--- config.mk ---
export PLATFORM = sky130hd
export DESIGN_NAME = jts16_fd1094_mux_flat
export DESIGN_NICKNAME = d
export VERILOG_FILES = /design/src/rtl/jts16_fd1094_pkg.sv /design/src/rtl/jts16_fd1094_if.sv /design/src/rtl/jts16_fd1094_xlat.sv /design/src/rtl/jts16_fd1094_mux.sv /design/src/flat_wrapper.sv
export SDC_FILE = /design/constraint.sdc
export NUM_CORES = 1
export LEC_CHECK = 0
export CORE_ASPECT_RATIO = 1.5
export CORE_MARGIN = 3
export CORE_UTILIZATION = 30
export DETAILED_ROUTE_END_ITERATION = 10
export GPL_TIMING_DRIVEN = 0
export SLEW_MARGIN = 40
export SYNTH_ARGS = -nofsm -noshare
export SYNTH_HDL_FRONTEND = slang
export SYNTH_SLANG_ARGS = --single-unit
--- constraint.sdc ---
create_clock -name clk -period 1.85 [get_ports clk]
set_input_delay 0.555 -clock clk [delete_from_list [all_inputs] [get_ports clk]]
set_output_delay 0.555 -clock clk [all_outputs]
set_load 0.02 [all_outputs]
--- src/rtl/jts16_fd1094_pkg.sv ---
// Shared FD1094 definitions: channel FSM states, bit-swap tables and key-field positions.
package jts16_fd1094_pkg;

    typedef enum logic [2:0] {
        ST_IDLE,
        ST_WAIT,
        ST_FETCH,
        ST_LATCH,
        ST_DONE
    } ch_state_t;

    // Nibble i holds the source bit for result bit i (opcode: 5i+3 mod 16, data: 3i+7 mod 16).
    localparam logic [63:0] SWAP_OP   = 64'he94f_a50b_61c7_2d83;
    localparam logic [63:0] SWAP_DATA = 64'h41eb_852f_c963_0da7;

    localparam int KEY_SWAP_BIT = 7;
    localparam int KEY_HI_BIT   = 6;

    function automatic logic [15:0] bit_swap(input logic [15:0] w, input logic [63:0] tbl);
        logic [15:0] r;
        r = '0;
        for (int i = 0; i < 16; i++) r[i] = w[tbl[i*4 +: 4]];
        return r;
    endfunction

endpackage

--- src/rtl/jts16_fd1094_if.sv ---
// Bus bundle between the CPU channels / key RAM and the shared FD1094 decryption front-end.
interface jts16_fd1094_if #(
    parameter int NCH = 2,
    parameter int AW  = 23,
    parameter int KAW = 13
);
    logic [KAW-1:0]    key_addr;
    logic              key_cs;
    logic [7:0]        key_data;
    logic [NCH-1:0]    dec_en;
    logic [NCH-1:0]    req;
    logic [NCH-1:0]    op_n;
    logic [NCH-1:0]    vrq;
    logic [8*NCH-1:0]  st;
    logic [8*NCH-1:0]  gkey0;
    logic [AW*NCH-1:0] addr;
    logic [16*NCH-1:0] enc;
    logic [16*NCH-1:0] dec;
    logic [NCH-1:0]    ok;

    modport slave (
        output key_addr, key_cs, dec, ok,
        input  key_data, dec_en, req, op_n, vrq, st, gkey0, addr, enc
    );

    modport master (
        input  key_addr, key_cs, dec, ok,
        output key_data, dec_en, req, op_n, vrq, st, gkey0, addr, enc
    );
endinterface

--- src/rtl/jts16_fd1094_xlat.sv ---
// Combinational FD1094 word translation for one channel: key/state mask, then table bit-swap.
module jts16_fd1094_xlat
    import jts16_fd1094_pkg::*;
(
    input  logic [15:0] enc,
    input  logic [7:0]  key,
    input  logic [7:0]  st,
    input  logic [7:0]  gkey0,
    input  logic        op_n,
    input  logic        vrq,
    output logic [15:0] dec
);
    logic [7:0]  mask;
    logic [15:0] mixed;
    logic        data_path;

    always_comb begin
        mask      = key ^ gkey0 ^ st;
        // vector fetches always use the data-path table
        data_path = op_n | ~vrq;
        mixed     = enc ^ {(key[KEY_HI_BIT] ? mask : 8'h00), mask};
        if (key[KEY_SWAP_BIT])
            dec = bit_swap(mixed, data_path ? SWAP_DATA : SWAP_OP);
        else
            dec = mixed;
    end

endmodule

--- src/rtl/jts16_fd1094_mux.sv ---
// Multi-channel FD1094 front-end: round-robin key RAM sharing and per-channel decrypt FSMs.
// Optional JTS16_FD1094_CACHE_EN adds a one-entry per-channel result cache.
//
// state    | meaning
// ---------+-----------------------------------------------------------
// ST_IDLE  | no request; waits for req (bypass/cache hit jumps to DONE)
// ST_WAIT  | decrypt requested, waiting for key port grant
// ST_FETCH | granted; key_cs/key_addr on the port this cycle
// ST_LATCH | key_data valid; dec registered on the next edge
// ST_DONE  | ok=1 until req drops
module jts16_fd1094_mux
    import jts16_fd1094_pkg::*;
#(
    parameter int NCH = 2,
    parameter int AW  = 23,
    parameter int KAW = 13
) (
    input  logic          clk,
    input  logic          rst_n,
    jts16_fd1094_if.slave bus
);
    localparam int PW = (NCH > 1) ? $clog2(NCH) : 1;

    logic [NCH-1:0] waiting;
    logic [NCH-1:0] grant;
    logic [PW-1:0]  ptr;
    logic [PW-1:0]  grant_idx;
    logic [PW:0]    arb_sum;
    logic [PW-1:0]  arb_idx;
    logic [KAW-1:0] ch_kaddr [NCH];

    // Search starts at ptr, which points one past the last granted channel.
    always_comb begin
        grant     = '0;
        grant_idx = '0;
        arb_sum   = '0;
        arb_idx   = '0;
        for (int k = 0; k < NCH; k++) begin
            arb_sum = {1'b0, ptr} + (PW+1)'(k);
            if (arb_sum >= (PW+1)'(NCH)) arb_sum = arb_sum - (PW+1)'(NCH);
            arb_idx = arb_sum[PW-1:0];
            if (grant == '0 && waiting[arb_idx]) begin
                grant[arb_idx] = 1'b1;
                grant_idx      = arb_idx;
            end
        end
    end

    always_ff @(posedge clk or negedge rst_n) begin
        if (!rst_n) begin
            bus.key_cs   <= 1'b0;
            bus.key_addr <= '0;
            ptr          <= '0;
        end else begin
            bus.key_cs <= |grant;
            if (|grant) begin
                bus.key_addr <= ch_kaddr[grant_idx];
                ptr          <= (grant_idx == PW'(NCH-1)) ? '0 : grant_idx + 1'b1;
            end
        end
    end

    for (genvar i = 0; i < NCH; i++) begin : g_ch
        ch_state_t   state, state_nx;
        logic [15:0] dec_q;
        logic [15:0] xlat_dec;
        logic        req_i, en_i, hit;

        assign req_i       = bus.req[i];
        assign en_i        = bus.dec_en[i];
        assign ch_kaddr[i] = bus.addr[i*AW +: KAW];

        jts16_fd1094_xlat u_xlat (
            .enc   (bus.enc[i*16 +: 16]),
            .key   (bus.key_data),
            .st    (bus.st[i*8 +: 8]),
            .gkey0 (bus.gkey0[i*8 +: 8]),
            .op_n  (bus.op_n[i]),
            .vrq   (bus.vrq[i]),
            .dec   (xlat_dec)
        );

`ifdef JTS16_FD1094_CACHE_EN
        logic [AW-1:0] tag_addr;
        logic [7:0]    tag_st;
        logic          tag_op, tag_vrq, tag_valid;

        assign hit = tag_valid && (tag_addr == bus.addr[i*AW +: AW]) &&
                     (tag_st == bus.st[i*8 +: 8]) && (tag_op == bus.op_n[i]) &&
                     (tag_vrq == bus.vrq[i]);

        // dec_q itself is the cached word, so only the tag is stored here
        always_ff @(posedge clk or negedge rst_n) begin
            if (!rst_n) begin
                tag_valid <= 1'b0;
                tag_addr  <= '0;
                tag_st    <= '0;
                tag_op    <= 1'b0;
                tag_vrq   <= 1'b0;
            end else if (state == ST_IDLE && req_i && !en_i) begin
                tag_valid <= 1'b0;
            end else if (state == ST_LATCH && req_i) begin
                tag_valid <= 1'b1;
                tag_addr  <= bus.addr[i*AW +: AW];
                tag_st    <= bus.st[i*8 +: 8];
                tag_op    <= bus.op_n[i];
                tag_vrq   <= bus.vrq[i];
            end
        end
`else
        assign hit = 1'b0;
`endif

        always_comb begin
            state_nx = state;
            case (state)
                ST_IDLE:  if (req_i) state_nx = (!en_i || hit) ? ST_DONE : ST_WAIT;
                ST_WAIT:  begin
                    if (!req_i)        state_nx = ST_IDLE;
                    else if (grant[i]) state_nx = ST_FETCH;
                end
                ST_FETCH: state_nx = req_i ? ST_LATCH : ST_IDLE;
                ST_LATCH: state_nx = req_i ? ST_DONE : ST_IDLE;
                ST_DONE:  if (!req_i) state_nx = ST_IDLE;
                default:  state_nx = ST_IDLE;
            endcase
        end

        always_ff @(posedge clk or negedge rst_n) begin
            if (!rst_n) begin
                state <= ST_IDLE;
                dec_q <= '0;
            end else begin
                state <= state_nx;
                if (state == ST_IDLE && req_i && !en_i)
                    dec_q <= bus.enc[i*16 +: 16];
                else if (state == ST_LATCH && req_i)
                    dec_q <= xlat_dec;
            end
        end

        assign waiting[i]          = (state == ST_WAIT) && req_i;
        assign bus.ok[i]           = (state == ST_DONE);
        assign bus.dec[i*16 +: 16] = dec_q;
    end

endmodule

--- src/flat_wrapper.sv ---
// flat-port wrapper written by rule: the top's interface ports become plain ports
module jts16_fd1094_mux_flat import jts16_fd1094_pkg::*;
#(
    parameter int NCH = 2,
    parameter int AW  = 23,
    parameter int KAW = 13
)
  (clk, rst_n, bus_key_addr, bus_key_cs, bus_dec, bus_ok, bus_key_data, bus_dec_en, bus_req, bus_op_n, bus_vrq, bus_st, bus_gkey0, bus_addr, bus_enc);
  jts16_fd1094_if #(.NCH(NCH), .AW(AW), .KAW(KAW)) bus_i ();
  input  logic clk;
  input  logic rst_n;
  output wire logic [$bits(bus_i.key_addr)-1:0] bus_key_addr;
  output wire logic [$bits(bus_i.key_cs)-1:0] bus_key_cs;
  output wire logic [$bits(bus_i.dec)-1:0] bus_dec;
  output wire logic [$bits(bus_i.ok)-1:0] bus_ok;
  input wire logic [$bits(bus_i.key_data)-1:0] bus_key_data;
  input wire logic [$bits(bus_i.dec_en)-1:0] bus_dec_en;
  input wire logic [$bits(bus_i.req)-1:0] bus_req;
  input wire logic [$bits(bus_i.op_n)-1:0] bus_op_n;
  input wire logic [$bits(bus_i.vrq)-1:0] bus_vrq;
  input wire logic [$bits(bus_i.st)-1:0] bus_st;
  input wire logic [$bits(bus_i.gkey0)-1:0] bus_gkey0;
  input wire logic [$bits(bus_i.addr)-1:0] bus_addr;
  input wire logic [$bits(bus_i.enc)-1:0] bus_enc;
  assign bus_key_addr = bus_i.key_addr;
  assign bus_key_cs = bus_i.key_cs;
  assign bus_dec = bus_i.dec;
  assign bus_ok = bus_i.ok;
  assign bus_i.key_data = bus_key_data;
  assign bus_i.dec_en = bus_dec_en;
  assign bus_i.req = bus_req;
  assign bus_i.op_n = bus_op_n;
  assign bus_i.vrq = bus_vrq;
  assign bus_i.st = bus_st;
  assign bus_i.gkey0 = bus_gkey0;
  assign bus_i.addr = bus_addr;
  assign bus_i.enc = bus_enc;
  jts16_fd1094_mux #(.NCH(NCH), .AW(AW), .KAW(KAW)) u_core (.clk(clk), .rst_n(rst_n), .bus(bus_i));
endmodule
==> results.toml, run 1 <==
[status]
outcome = "finished, final reports clean"

[yosys]
seq_area_frac_synth_pct = 35.5
async_flop_share_pct = 100
synthCells = 408
yosysMostFrequentCell = "dfrtp_1"
yosys.area_share.xor_xnor_pct = 15.9
ys_dominant_reg_cell = "dfrtp_1"
synth_edf_count = 0
synthMuxAreaShare_pct = 1.67
netlist_area_sq_um = 3740
synthSimpleGateAreaFrac_pct = 16.9
ys_top_cells_by_area = "dfrtp_1 35%, xnor3_1 5.4%, xnor2_1 4.7%, xor2_1 4.5%, nor2_1 3.9%"
synth_warnings = 0
synth.largest_area_cell = "dfrtp_1"
synth_common_cells = "53 x dfrtp_1, 39 x nor2_1, 35 x nand2_1"
avgSynthCellArea_sq_um = 9.16
synth_compound_area_share_pct = 26.3
yosysTopAreaCellShare_pct = 35.5
yosys.area_share.adder_pct = 0
ys_seq_elements = 53
syn_nets = 536
synth_top_family_by_area = "compound AO/OA/AOI/OAI gates"
synth.distinct_cells = 59

[power_and_ir_drop]
vdd_drop_max_v = 0.000636
seq_power_share_pct = 32.0
p_comb_share_pct = 49.3
p_leak_nw = 2.87
pwr-share-clk_pct = 18.7
switching_share_pct = 37.1
p_switching_mw = 1.95
internal_power_mw = 3.31
cellPowerDensity_nw_per_um2 = 858

[setup_path]
max_stage_delay_ps = 610
cp-end-kind = "output port"
critPathLaunchType = "flip-flop"
cp_slowest_cell = "clkdlybuf4s50_1"
crit_type = "reg2out"
required_ps = 1290
path_delay_family = "buffers and inverters"
cp_max_fo = 2
path_cells = "clkdlybuf4s50_1"
crit_arrival_ps = 1270
crit_buf_inv = 1

[finish]
nNetsFinal = 708
final_core_util_pct = 50.8
diodes = 0
drive_above_1_share_pct = 19.8
seq_area_sq_um = 1330
multi_input_area_sq_um = 2650
nFillCells = 1146
area_growth_pct = 64.2
fin_area_sq_um = 6130

[sta]
clock.fmax_ghz = 0.549
timing.slew.headroom_pct = 71.5
timing.final.crit_share_pct = 98.5
fin_skew_ps = 3.08
whs_ps = 134
setup_viol = 0
hold_viol = 0
maxSlewViolCount = 0
worst_pin_slew_ps = 425
min_period_ps = 1820

[global_routing]
track_usage_pct = 19.2
grt_pass1_vias = 4151
antenna_found_initial = 0
grt_max_degree = 36
overflow = 0
grt_pass1_wl_um = 21300

[flow_run]
drv_cap = 0

[routing]
drt-total-wl_um = 13800
avgViaCountPerCell = 5.34
detail-route-antenna-nets = 0
wl_per_cell_um = 18.9
drc = 0
drtIter0Drc = 160
via_count = 3916
first_pass_iters = 4

[clock_network]
clockBufferDepth = 2
h-tree-depth = 2
insertion_delay_ps = 300
cts_made_buffers = 5
root_buffer = "clkbuf_16"
clkSinkCount = 53
cts_tree = "yes"
clkTransAtPathRegs_ps = 70

[placement]
hpwl_um = 10600
place_area_sq_um = 5480
portBuffers = 153
gp_congestion = 0.919

[die]
dieArea_sq_um = 13900
die_h_um = 143
die_x_um = 97.1
core_sq_um = 12100
start_util_pct = 30.9
io_pins = 176
num_rows = 49

[worst_hold_path]
min_path_type = "in2async"
per-layer routing:
metal / vias to the layer above / routed length, um / part of all wire, % / global-route usage (%)
met4: 0 / 488 / 3.5 / 9.62
met5: - / 0 / 0 / 0
li1: 1823 / - / - / -
met3: 34 / 680 / 4.9 / 3.37
met1: 1903 / 5040 / 36 / 20.9
met2: 156 / 7640 / 55 / 35.7
worst paths after layout:
kind / start / to / slack (ps) / cells after the start
min: rst_n / u_core.g_ch[1].state[1]$_DFFE_PN0P_ / 130 / 1
max: u_core.g_ch[1].dec_q[13]$_DFFE_PN0P_ / bus_dec[29] / 30 / 1
min in group clk: u_core.g_ch[0].dec_q[15]$_DFFE_PN0P_ / u_core.g_ch[0].dec_q[15]$_DFFE_PN0P_ / 490 / 2
max in group asynchronous: rst_n / u_core.g_ch[0].dec_q[4]$_DFFE_PN0P_ / 1230 / 2
max reg2reg: u_core.g_ch[1].state[1]$_DFFE_PN0P_ / u_core.g_ch[1].dec_q[15]$_DFFE_PN0P_ / 130 / 6
min reg2reg: u_core.g_ch[0].dec_q[15]$_DFFE_PN0P_ / u_core.g_ch[0].dec_q[15]$_DFFE_PN0P_ / 490 / 2
metrics by stage:
stage,setup TNS (ps),worst slack [ps],cells,power (mW)
finish,0,27.7,734,5.26
global route,-20.3,-10.7,734,5.53
CTS,0,3.41,733,5.27
detailed placement,-25360,-756,715,4.19
global placement,-113910,-1690,714,4.14
floorplan,0,57.4,408,2.99
kinds of logic (layout without fill, tap and decap cells):
logic type             Yosys count  in the layout
AO/OA/AOI/OAI                  144            144
AND/OR/NAND/NOR                126            126
flip-flops                      53             53
XOR/XNOR                        50             50
buffers and inverters           29            202
multiplexers                     6              6
area by class of cell:
| type | instances | share of cell area [%] |
|---|---|---|
| flip-flops and latches | 53 | 21.6 |
| well taps | 153 | 3.12 |
| clock inverters | 3 | 0.347 |
| plain buffers | 21 | 2.20 |
| inverters | 7 | 0.469 |
| clock buffers | 5 | 2.04 |
| repair buffers | 166 | 26.9 |
| multi-input cells | 326 | 43.2 |
registers in the layout, summed over array words and instances (netlist names):
signal,count
u_core.bus.key_cs,1
u_core.g_ch.dec_q,32
u_core.g_ch.state,6
u_core.bus.key_addr,13
u_core.ptr,1
placed cells by master (no fill, tap or decap), drive strengths merged, types with 20 or more instances in the layout:
cell           count
o21ai             26
clkdlybuf4s50     91
dfrtp             53
buf               30
nand2             35
a21oi             29
dlymetal6s2s      24
nor2              41
dlygate4sd2       33
xnor2             20
power by group through the flow:
stage | Combinational (mW) | Sequential [mW] | Clock (mW)
final | 2.59 | 1.68 | 0.984
after global routing | 2.76 | 1.73 | 1.04
after CTS | 2.57 | 1.69 | 1.01
after detailed placement | 2.48 | 1.71 | 0
after global placement | 2.44 | 1.70 | 0
after floorplan | 0.924 | 2.07 | 0
what timing repair did:
| item | 4_1_cts | 5_1_grt |
|---|---|---|
| endpoints found under the setup margin | 54 | 42 |
| resized for setup | 111 | 60 |
| hold buffers | 0 | 0 |
| setup buffers | 12 | 1 |
| cloned | 0 | 0 |
| pin swaps | 48 | 20 |
Power figures use the tool's default switching activity.
==> run 2: changes to the inputs <==
- clock period: 1.85 -> 1.7 ns (I/O delays scaled with it)
==> run 2 against run 1 <==
Net effect: the run now ends with negative setup slack left; final area increased by 3.6%; clock power up 9%; global-route usage increased by 0.64 points; critical endpoint is now bus_ok[1].
==> results.toml, run 2 (synthesis gave the netlist of run 1 again) <==
[status]
outcome = "complete, but fails checks"
violations = "negative setup slack"

[routing]
drc = 0
wl_per_cell_um = 18.9
detail-route-antenna-nets = 0
avgViaCountPerCell = 5.30
via_count = 3984
drtIter0Drc = 167
first_pass_iters = 5
drt-total-wl_um = 14200

[setup_path]
cp-end-kind = "output port"
crit_type = "reg2out"
crit_arrival_ps = 1220
critPathLaunchType = "flip-flop"
cp_max_fo = 5
required_ps = 1190

[sta]
timing.slew.headroom_pct = 73.9
maxSlewViolCount = 0
hold_viol = 0
clock.fmax_ghz = 0.577
fin_skew_ps = 3.78
worst_slack_ps = -32.1
rsz0062_at_grt = "true"
timing.final.crit_share_pct = 102
min_period_ps = 1730
worst_pin_slew_ps = 389
setup_viol = 1

[global_routing]
overflow = 0
grt_pass1_wl_um = 21900
track_usage_pct = 19.9
grt_max_degree = 34
grt_pass1_vias = 4254
antenna_found_initial = 0

[die]
die_h_um = 143
core_sq_um = 12100
dieArea_sq_um = 13900
die_x_um = 97.1
num_rows = 49
start_util_pct = 30.9
io_pins = 176

[worst_hold_path]
min_path_type = "in2async"

[clock_network]
insertion_delay_ps = 300
clkTransAtPathRegs_ps = 80
clkSinkCount = 53
cts_hold_buffers = 0
clockBufferDepth = 2
cts_tree = "yes"
cts_made_buffers = 5
root_buffer = "clkbuf_16"
h-tree-depth = 2

[finish]
area_growth_pct = 70.1
final_common_cell = "dlygate4sd2_1"
top_regs = "u_core.g_ch.dec_q (32), u_core.bus.key_addr (13), u_core.g_ch.state (6)"
largest_register_ff_count = 32
regMostFlops = "u_core.g_ch.dec_q"
nFillCells = 1114
final_cell_mix = "68 x dlygate4sd2_1, 60 x clkdlybuf4s50_1, 53 x dfrtp_1"
nNetsFinal = 725
drive_above_1_share_pct = 28.3
diodes = 0

[power_and_ir_drop]
vdd_drop_max_v = 0.000640
pwr-share-clk_pct = 18.8
p_switching_mw = 2.18
p_comb_share_pct = 48.9
cellPowerDensity_nw_per_um2 = 896
switching_share_pct = 38.2
seq_power_share_pct = 32.2
power_mw = 5.70
p_leak_nw = 2.96
internal_power_mw = 3.52

[placement]
place_ws_ps = -788
gp_congestion = 0.918
hpwl_um = 10500
portBuffers = 153

[flow_run]
drv_cap = 0
==> run 2: cell count changes in the layout (fill, tap and decap cells not counted), moves of 7 or more <==
cell             delta
xnor2_1             -9
buf_4              +13
buf_6               +8
dlygate4sd2_1      +35
clkdlybuf4s50_1    -31
xnor2_2             +8
dlymetal6s2s_1     -16
clkdlybuf4s15_1     +7
==> run 2: worst paths after layout <==
| path | startpoint | slack, ps | cells past startpoint | to |
|---|---|---|---|---|
| min reg2reg | u_core.g_ch[0].dec_q[15]$_DFFE_PN0P_ | 500 | 2 | u_core.g_ch[0].dec_q[15]$_DFFE_PN0P_ |
| min | rst_n | 100 | 1 | u_core.g_ch[1].state[2]$_DFFE_PN0P_ |
| max reg2reg | u_core.g_ch[1].state[1]$_DFFE_PN0P_ | 80 | 7 | u_core.bus.key_addr[10]$_DFFE_PN0P_ |
| max | u_core.g_ch[1].state[0]$_DFFE_PN0P_ | -30 | 3 | bus_ok[1] |
| min in group clk | u_core.g_ch[0].dec_q[15]$_DFFE_PN0P_ | 500 | 2 | u_core.g_ch[0].dec_q[15]$_DFFE_PN0P_ |
| max in group asynchronous | rst_n | 1110 | 2 | u_core.g_ch[1].dec_q[12]$_DFFE_PN0P_ |
==> run 2: cell type report <==
class / count / area, sq um / share of cell area, %
timing repair buffer: 184 / 1680 / 26.4
tap: 153 / 191 / 3.01
clock buffer: 5 / 125 / 1.97
inverter: 7 / 28.8 / 0.453
clock inverter: 3 / 22.5 / 0.354
sequential: 53 / 1330 / 20.9
buffer: 20 / 163 / 2.56
multi-input combinational: 326 / 2820 / 44.4
==> run 2: power groups by stage <==
stage	sequential (mW)	clock, mW	combinational (mW)
CTS	1.83	1.10	2.68
finish	1.84	1.07	2.79
detailed placement	1.87	0	2.69
global route	1.89	1.14	2.98
floorplan	2.25	0	1.01
global placement	1.85	0	2.66
==> run 2: metrics by stage <==
stage | TNS, ps | area, sq um | hold slack (ps) | utilization [%] | cells
floorplan | 0 | 3740 | 214 | - | 408
global placement | -123220 | 5470 | 484 | 45.3 | 714
detailed placement | -30790 | 5480 | 430 | 45.4 | 715
CTS | -65.2 | 6090 | 102 | 50.4 | 743
global route | -214 | 6360 | 109 | 52.6 | 751
finish | -32.1 | 6360 | 102 | 52.6 | 751
==> run 2: what timing repair did <==
item	CTS	global route
gates cloned	0	2
hold endpoints to repair	0	0
buffers inserted	21	7
gates resized for setup	200	72
pin swaps	59	39
endpoints found under the setup margin	94	40
==> run 2: metal layers <==
| metal | vias to the layer above | share of wire (%) | wire length, um | track usage, % |
|---|---|---|---|---|
| met2 | 150 | 56 | 7920 | 37.6 |
| met5 | - | 0 | 0 | 0 |
| li1 | 1854 | - | - | - |
| met4 | 0 | 3.2 | 453 | 9.02 |
| met1 | 1945 | 37 | 5220 | 21.7 |
| met3 | 35 | 4.1 | 586 | 3.03 |
==> run 2: worst max-delay path: stages, from the launching register on <==
cell	delay (ps)
dfrtp_1	420
or2_4	300
nor2_4	90
buf_6	120
==> run 3: changes to the inputs <==
- CAP_MARGIN: unset -> 20
- HOLD_SLACK_MARGIN: unset -> 0.06
==> results of run 3 <==
The final DEF is identical to that of run 2; final timing and power are the same.
